<file path="config.mk">
export PLATFORM = sky130hd
export DESIGN_NAME = hdmi_fetch_ctrl
export DESIGN_NICKNAME = d
export VERILOG_FILES = /design/src/rtl/hdmi_fetch_ctrl.sv
export SDC_FILE = /design/constraint.sdc
export NUM_CORES = 1
export LEC_CHECK = 0
export BUFFER_PORTS_ARGS = -buffer_cell sky130_fd_sc_hd__buf_2
export CORE_UTILIZATION = 35
export DETAILED_ROUTE_END_ITERATION = 7
export PLACE_DENSITY_LB_ADDON = 0.2
export SYNTH_ARGS = -nofsm -noshare
export SYNTH_HDL_FRONTEND = slang
export SYNTH_SLANG_ARGS = --single-unit
</file>
<file path="constraint.sdc">
create_clock -name pixclk -period 5.4 [get_ports pixclk]
set_clock_uncertainty 0.2 [all_clocks]
set_input_delay 0.81 -clock pixclk [delete_from_list [all_inputs] [get_ports pixclk]]
set_output_delay 0.81 -clock pixclk [all_outputs]
set_load 0.02 [all_outputs]
</file>
<file path="src/rtl/hdmi_fetch_ctrl.sv">
// Raster timing generator with a burst prefetcher that feeds pixel words from frame memory
// through a small FIFO. The fetch address and the FIFO rewind together at the start of vertical blank.
module hdmi_fetch_ctrl #(
    parameter int H_ACTIVE   = 640,
    parameter int H_TOTAL    = 800,
    parameter int HS_START   = 656,
    parameter int HS_END     = 752,
    parameter int V_ACTIVE   = 480,
    parameter int V_TOTAL    = 525,
    parameter int VS_START   = 490,
    parameter int VS_END     = 492,
    parameter int BURST      = 8,
    parameter int FIFO_DEPTH = 16
) (
    input  logic        pixclk,
    input  logic        reset,
    input  logic        enable,
    output logic        rd_req,
    output logic [18:0] rd_addr,
    input  logic        rd_ack,
    input  logic        rd_valid,
    input  logic [15:0] rd_data,
    output logic [15:0] pix_data,
    output logic        draw_area,
    output logic        hsync,
    output logic        vsync,
    output logic        frame_start,
    output logic        underflow
);
    localparam int XW = $clog2(H_TOTAL);
    localparam int YW = $clog2(V_TOTAL);
    localparam int PW = (FIFO_DEPTH > 1) ? $clog2(FIFO_DEPTH) : 1;
    localparam int CW = $clog2(FIFO_DEPTH + 1);
    localparam int BW = $clog2(BURST + 1);
    localparam logic [18:0] FRAME_WORDS = 19'(H_ACTIVE * V_ACTIVE);

    localparam logic [1:0] S_IDLE = 2'd0;
    localparam logic [1:0] S_REQ  = 2'd1;
    localparam logic [1:0] S_DATA = 2'd2;

    logic [XW-1:0] x_q, x_d;
    logic [YW-1:0] y_q, y_d;
    logic          x_wrap, vis, hs, vs, sof, vblank;

    assign x_wrap = (int'(x_q) == H_TOTAL - 1);
    assign vis    = (int'(x_q) < H_ACTIVE) && (int'(y_q) < V_ACTIVE);
    assign hs     = (int'(x_q) >= HS_START) && (int'(x_q) < HS_END);
    assign vs     = (int'(y_q) >= VS_START) && (int'(y_q) < VS_END);
    assign sof    = (x_q == '0) && (y_q == '0);
    assign vblank = (x_q == '0) && (int'(y_q) == V_ACTIVE);

    always_comb begin
        x_d = x_wrap ? '0 : x_q + XW'(1);
        y_d = y_q;
        if (x_wrap) y_d = (int'(y_q) == V_TOTAL - 1) ? '0 : y_q + YW'(1);
    end

    always_ff @(posedge pixclk or negedge reset) begin
        if (!reset) begin
            x_q <= '0;
            y_q <= '0;
        end else begin
            x_q <= x_d;
            y_q <= y_d;
        end
    end

    logic          active_q;
    logic [1:0]    state_q, state_d;
    logic [18:0]   fetch_addr_q, fetch_addr_d;
    logic [18:0]   req_addr_q, req_addr_d;
    logic [BW-1:0] beat_q, beat_d;
    logic          drop_q, drop_d;

    logic [15:0]   mem_q [FIFO_DEPTH];
    logic [PW-1:0] wr_ptr_q, rd_ptr_q;
    logic [CW-1:0] cnt_q, cnt_d;
    logic          push, pop, starve, credit_ok;

    assign credit_ok = (int'(cnt_q) + BURST) <= FIFO_DEPTH;
    assign push      = (state_q == S_DATA) && rd_valid && !drop_q && !vblank;
    assign pop       = vis && active_q && (cnt_q != '0);
    assign starve    = vis && active_q && (cnt_q == '0);
    assign cnt_d     = cnt_q + CW'(push) - CW'(pop);

    function automatic logic [PW-1:0] ptr_inc(input logic [PW-1:0] p);
        return (int'(p) == FIFO_DEPTH - 1) ? '0 : p + PW'(1);
    endfunction

    always_comb begin
        state_d      = state_q;
        fetch_addr_d = fetch_addr_q;
        req_addr_d   = req_addr_q;
        beat_d       = beat_q;
        drop_d       = drop_q;
        case (state_q)
            S_IDLE: begin
                if (active_q && !vblank && (fetch_addr_q < FRAME_WORDS) && credit_ok) begin
                    state_d    = S_REQ;
                    req_addr_d = fetch_addr_q;
                end
            end
            S_REQ: begin
                if (rd_ack) begin
                    state_d = S_DATA;
                    beat_d  = '0;
                    if (!drop_q) fetch_addr_d = fetch_addr_q + 19'(BURST);
                end
            end
            S_DATA: begin
                if (rd_valid) begin
                    beat_d = beat_q + BW'(1);
                    if (int'(beat_q) == BURST - 1) begin
                        state_d = S_IDLE;
                        drop_d  = 1'b0;
                    end
                end
            end
            default: state_d = S_IDLE;
        endcase
        // A burst still in flight at the rewind belongs to the old frame: finish it, keep none of it.
        if (vblank) begin
            fetch_addr_d = '0;
            drop_d       = (state_d != S_IDLE);
        end
    end

    always_ff @(posedge pixclk or negedge reset) begin
        if (!reset) begin
            active_q     <= 1'b0;
            state_q      <= S_IDLE;
            fetch_addr_q <= '0;
            req_addr_q   <= '0;
            beat_q       <= '0;
            drop_q       <= 1'b0;
        end else begin
            if (vblank) active_q <= enable;
            state_q      <= state_d;
            fetch_addr_q <= fetch_addr_d;
            req_addr_q   <= req_addr_d;
            beat_q       <= beat_d;
            drop_q       <= drop_d;
        end
    end

    always_ff @(posedge pixclk or negedge reset) begin
        if (!reset) begin
            wr_ptr_q <= '0;
            rd_ptr_q <= '0;
            cnt_q    <= '0;
        end else if (vblank) begin
            wr_ptr_q <= '0;
            rd_ptr_q <= '0;
            cnt_q    <= '0;
        end else begin
            if (push) wr_ptr_q <= ptr_inc(wr_ptr_q);
            if (pop)  rd_ptr_q <= ptr_inc(rd_ptr_q);
            cnt_q <= cnt_d;
        end
    end

    always_ff @(posedge pixclk) begin
        if (push) mem_q[wr_ptr_q] <= rd_data;
    end

    logic        draw_q, hs_q, vs_q, sof_q, under_q;
    logic [15:0] pix_q;

    always_ff @(posedge pixclk or negedge reset) begin
        if (!reset) begin
            draw_q  <= 1'b0;
            hs_q    <= 1'b0;
            vs_q    <= 1'b0;
            sof_q   <= 1'b0;
            pix_q   <= '0;
            under_q <= 1'b0;
        end else begin
            draw_q <= vis;
            hs_q   <= hs;
            vs_q   <= vs;
            sof_q  <= sof;
            pix_q  <= pop ? mem_q[rd_ptr_q] : 16'h0000;
            if (starve) under_q <= 1'b1;
        end
    end

    assign rd_req      = (state_q == S_REQ);
    assign rd_addr     = req_addr_q;
    assign pix_data    = pix_q;
    assign draw_area   = draw_q;
    assign hsync       = hs_q;
    assign vsync       = vs_q;
    assign frame_start = sof_q;
    assign underflow   = under_q;
endmodule

</file>
# Word level (Yosys, flattened, before mapping)
# Memories as Yosys holds them, arrays and structs flattened.
# Index checks and enable logic that the tools add are counted.
# word_totals
register_bits	100
latch_bits	0
ramBits	256
rom_bits	0
in_bits	21
n_memories	1
# mem_list
name	depth	word_bits	read_ports	rd_ports_with_merged_regs	wr	line	text
mem_q	16	16	1	0	1	75	logic [15:0] mem_q [FIFO_DEPTH];
# classes
n_addsub	9
n_mul	0
div	0
magnitude_cmp	8
eq_ne	11
n_shift	0
n_mux	28
n_bitwise	0
n_reduce_logical	34
# ops
op	n
19-bit two-way mux	4
4-bit two-way mux	8
10-bit by 1-bit adder with 10-bit output, second input constant	2
10-bit == test, second input constant	2
10-bit logical NOT	2
10-bit < comparator, second input constant	2
10-bit by 9-bit < comparator with 1-bit output, second input constant	2
10-bit two-way mux	2
19-bit by 4-bit adder with 19-bit output, second input constant	1
19-bit < comparator, second input constant	1
2-bit nonzero test	9
16-bit two-way mux	1
1-bit logical AND	14
4-bit by 1-bit adder with 4-bit output, second input constant	3
10-bit by 9-bit == test with 1-bit output, second input constant	1
10-bit greater-or-equal comparator, second input constant	1
10-bit by 9-bit greater-or-equal comparator with 1-bit output, second input constant	1
3-bit AND reduction	3
4-bit by 1-bit == test with 1-bit output, second input constant	2
2-bit two-way mux	4
4-bit case mux with 2 select lines	1
5-bit by 4-bit adder with 6-bit output, second input constant	1
6-bit by 5-bit <= comparator with 1-bit output, second input constant	1
1-bit two-way mux	6
14 further kinds	16

# Longest topological paths before layout
# logic_depth
word_depth	10
depth_mapped	15

# Worst setup path after synthesis
# Ideal clock, no wire load.
# synth_path
path_type	input to register
startpoint	input port rd_valid
endpoint	memory mem_q[1][0], enable pin
t_arrival_ns	3.147
required_ns	4.764
path_slack_ns	1.617
cell_stages	4
path_buffers	1
path_cell_list	and3b_1 clkbuf_1 o21ai_1 nor4b_1
# synth_via
elab_chain_len	5
# synth_rtl
item	line	text
start, declared	21	input logic rd_valid,
1-bit logical AND (3 in a row)	81	assign push = (state_q == S_DATA) && rd_valid && !drop_q && !vblank;
1-bit two-way mux	163	if (push) mem_q[wr_ptr_q] <= rd_data;
1-bit two-way mux (implied by the code)	163	
end, declared	75	
# Every way passes these cells.

# Worst setup path in the final report
# layout_path
startpoint	register y_q[1]
endpoint	register cnt_q[4]
# layout_via
elab_chain_len	7
# layout_rtl
item	line	text
start, declared	42	logic [YW-1:0] y_q, y_d;
start signal, assigned	64	y_q <= y_d;
10-bit == test	50	assign vblank = (x_q == '0) && (int'(y_q) == V_ACTIVE);
1-bit logical AND	50	
1-bit logical NOT	81	
1-bit logical AND	81	
5-bit by 1-bit adder with 5-bit output	84	assign cnt_d = cnt_q + CW'(push) - CW'(pop);
5-bit by 1-bit subtractor with 5-bit output	84	
5-bit two-way mux (*)	151	end else if (vblank) begin
end signal, assigned	158	cnt_q <= cnt_d;
end, declared	77	logic [CW-1:0] cnt_q, cnt_d;
# Every way passes the cells marked *; elsewhere a longest branch is shown, timed or not.
# A chain may end at the register's enable or synchronous reset.

==> out/results.ini <==
[die]
start_util=0.3580
die_h_um=204.5
fp-row-count=73
core-area_um2=40100
die_w_um=204.5
ios=62
dieArea_um2=41830

[pwr]
leakage_nw=5.926
ir_drop_mv=0.2779
swShare=0.2938
fin_total_pwr_w=0.008046
p_comb_frac=0.243
p_sw_w=0.002364
p_clk_frac=0.337
pwr-share-seq=0.420
power_density_nw_per_um2=482.2
p_int_w=0.005682

[clock_network]
cts_root_buf=clkbuf_16
cts_tree=built
clock_sink_count=350
ctsHoldBuffers=0
h-tree-depth=2
clk_latency_ns=0.54
cts-resized-gates=0
clkSlewWorstSetupHoldPaths_ns=0.06
postCtsSetupRepairBufs=0
clockBufferDepth=3
cts_made_buffers=40

[detailed_routing]
antenna_left=0
num_vias=7493
drt_pass1_iterations=5
routed_via_density=5.063
drt_wl_total_mm=30.35
wire_per_inst_um=20.51
drcViolationCount=0
first_iter_violations=444

[sta]
timing.final.crit_period_ns=3.951
final-max-slew-violation-count=0
period_share=0.7316
slew_headroom=0.2237
final-setup-viol-count=0
worst_slew_pin_slew_ns=1.163
rsz0062_at_grt=false
fmax_mhz=253.1
finalHoldViolations=0
final.setup.tns_ns=0

[synth]
yosys.area_share.xor_xnor=0.01403
synth.distinct_cells=56
synth_warnings=0
muxShareOfSynthArea=0.1286
synth_top_family_by_area=multiplexers
synth_largest_area_cell=edfxtp_1
synthArstFlopShare=0.2686
synth_top_cell_area_share=0.5355
synthAdderAreaFrac=0.02144
synthTopCellsByArea=edfxtp_1, dfrtp_1, mux4_2
syn_area_per_cell_um2=17.01
synthCells=844
synth_compound_area_frac=0.04506
ys_seq_area_frac=0.6994
synth_ff_type=edfxtp_1
yosys.area_share.simple=0.07086
synth_edf_count=256
synth-seq-cells=350
synth_area_um2=14360

[grt]
grtUsageTotal=0.1512
antenna_found_initial=0
overflow=0
grt_pass1_vias=7821
grt_max_degree=67
grt_pass1_wl_mm=47.29

[final_layout]
mostFrequentLayoutCells=edfxtp_1, dfrtp_1, mux4_2
final_common_cell=edfxtp_1
drive_gt1_frac=0.2503
area_delta_synth_final_pct=16.23
final_core_util=0.4161
nets=968
num_antenna_cells=0
fillers=3557

[worst_setup_path]
endpoint_kind=flip-flop
cp.arrival_ns=4.16
cp_max_fo=17
path_class=reg -> reg
startpoint_type=flip-flop
critPathRequiredTime_ns=5.61

[place]
gp_congestion=0.8068
dpl.hpwl_mm=17.77
port_buffers=58

[outcome]
outcome=completed

[min_path]
worstHoldPathType=in -> async

[job]
max_cap_violations=0

path summary, 6_finish.rpt:
path / startpoint / endpoint / slack, ns / depth (start not counted)
min: reset / x_q[2]$_DFF_PN0_ / 0.22 / 1
max in group asynchronous: reset / rd_addr[9]$_DFFE_PN0P_ / 3.86 / 2
min reg2reg: underflow$_DFFE_PN0P_ / underflow$_DFFE_PN0P_ / 0.28 / 1
max reg2reg: y_q[1]$_DFFE_PN0N_ / cnt_q[4]$_DFF_PN0_ / 1.45 / 14
min in group pixclk: underflow$_DFFE_PN0P_ / underflow$_DFFE_PN0P_ / 0.28 / 1
max: y_q[1]$_DFFE_PN0N_ / cnt_q[4]$_DFF_PN0_ / 1.45 / 14
metal layers:
metal / share of wire / wire (um) / GRT usage
met1: 0.47 / 14260 / 0.2092
met2: 0.48 / 14420 / 0.2453
met3: 0.036 / 1084 / 0.02689
met4: 0.019 / 588 / 0.04025
met5: 0 / 0 / 0
state kept, by name, summed over array words and instances, names as in the netlist, 2 cells and up:
register	cells
mem_q	256
fetch_addr_q	16
pix_data	16
rd_addr	16
x_q	10
y_q	10
cnt_q	5
beat_q	4
rd_ptr_q	4
wr_ptr_q	4
state_q	2
metrics by stage:
stage / instance area, um^2 / instances / hold slack [ns] / setup slack, ns
6_report: 16680 / 1480 / 0.2154 / 1.449
5_1_grt: 16680 / 1480 / 0.2964 / 1.184
4_1_cts: 16680 / 1480 / 0.2535 / 1.409
3_5_place_dp: 15350 / 1406 / 0.2689 / 1.397
3_3_place_gp: 15350 / 1406 / 0.2837 / 1.432
2_1_floorplan: 14360 / 846 / 0.2687 / 1.617
kinds of logic after synthesis:
logic type | Yosys count
buf+inv | 66
compound gates | 100
mux | 99
flops | 350
fa+ha+maj | 24
other cells | 1
simple gates | 181
xor+xnor | 23
synthesized netlist by cell type, drive strengths merged (4+ instances only):
cell type / instances
buf: 20
dfrtp: 94
and4: 6
mux2: 16
nor2: 36
nand2: 24
xnor2: 11
nor2b: 18
a21oi: 20
and3: 6
ha: 23
edfxtp: 256
xor2: 12
clkbuf: 24
nor4: 5
nor3: 8
a21o: 4
nand3: 23
or3: 8
nand2b: 5
nor4b: 7
inv: 22
o21ai: 27
a211oi: 32
mux4: 64
nand4: 11
nand3b: 6
mux2i: 19
power by group through the flow:
stage / Clock [W] / Sequential, W / Combinational [W]
after floorplan: 0 / 0.00334 / 0.00153
after global placement: 0 / 0.00344 / 0.00200
after detailed placement: 0 / 0.00344 / 0.00200
after CTS: 0.00279 / 0.00339 / 0.00201
after global routing: 0.00290 / 0.00342 / 0.00216
final: 0.00271 / 0.00338 / 0.00196
area by class of cell:
type / instances / area, um^2 / area share
inverters: 22 / 82.58 / 0.004949
flip-flops and latches: 350 / 10050 / 0.6021
clock inverters: 13 / 176.4 / 0.01057
clock buffers: 61 / 1161 / 0.06959
repair buffers: 79 / 462.9 / 0.02775
multi-input cells: 430 / 4099 / 0.2457
well taps: 525 / 656.9 / 0.03937
worst max-delay path: stages, from the launching register on:
cell and delay, ns:
dfrtp_1 0.41, inv_1 0.09, ha_1 0.16, nor4b_1 0.30
nand4_1 0.26, o21ai_2 0.89, ha_1 0.39, inv_1 0.05
ha_1 0.14, inv_1 0.05, fa_1 0.39, nand2b_1 0.16
a21oi_1 0.16, or3_1 0.12, a21oi_1 0.06
(Power assumes the default switching activity.)
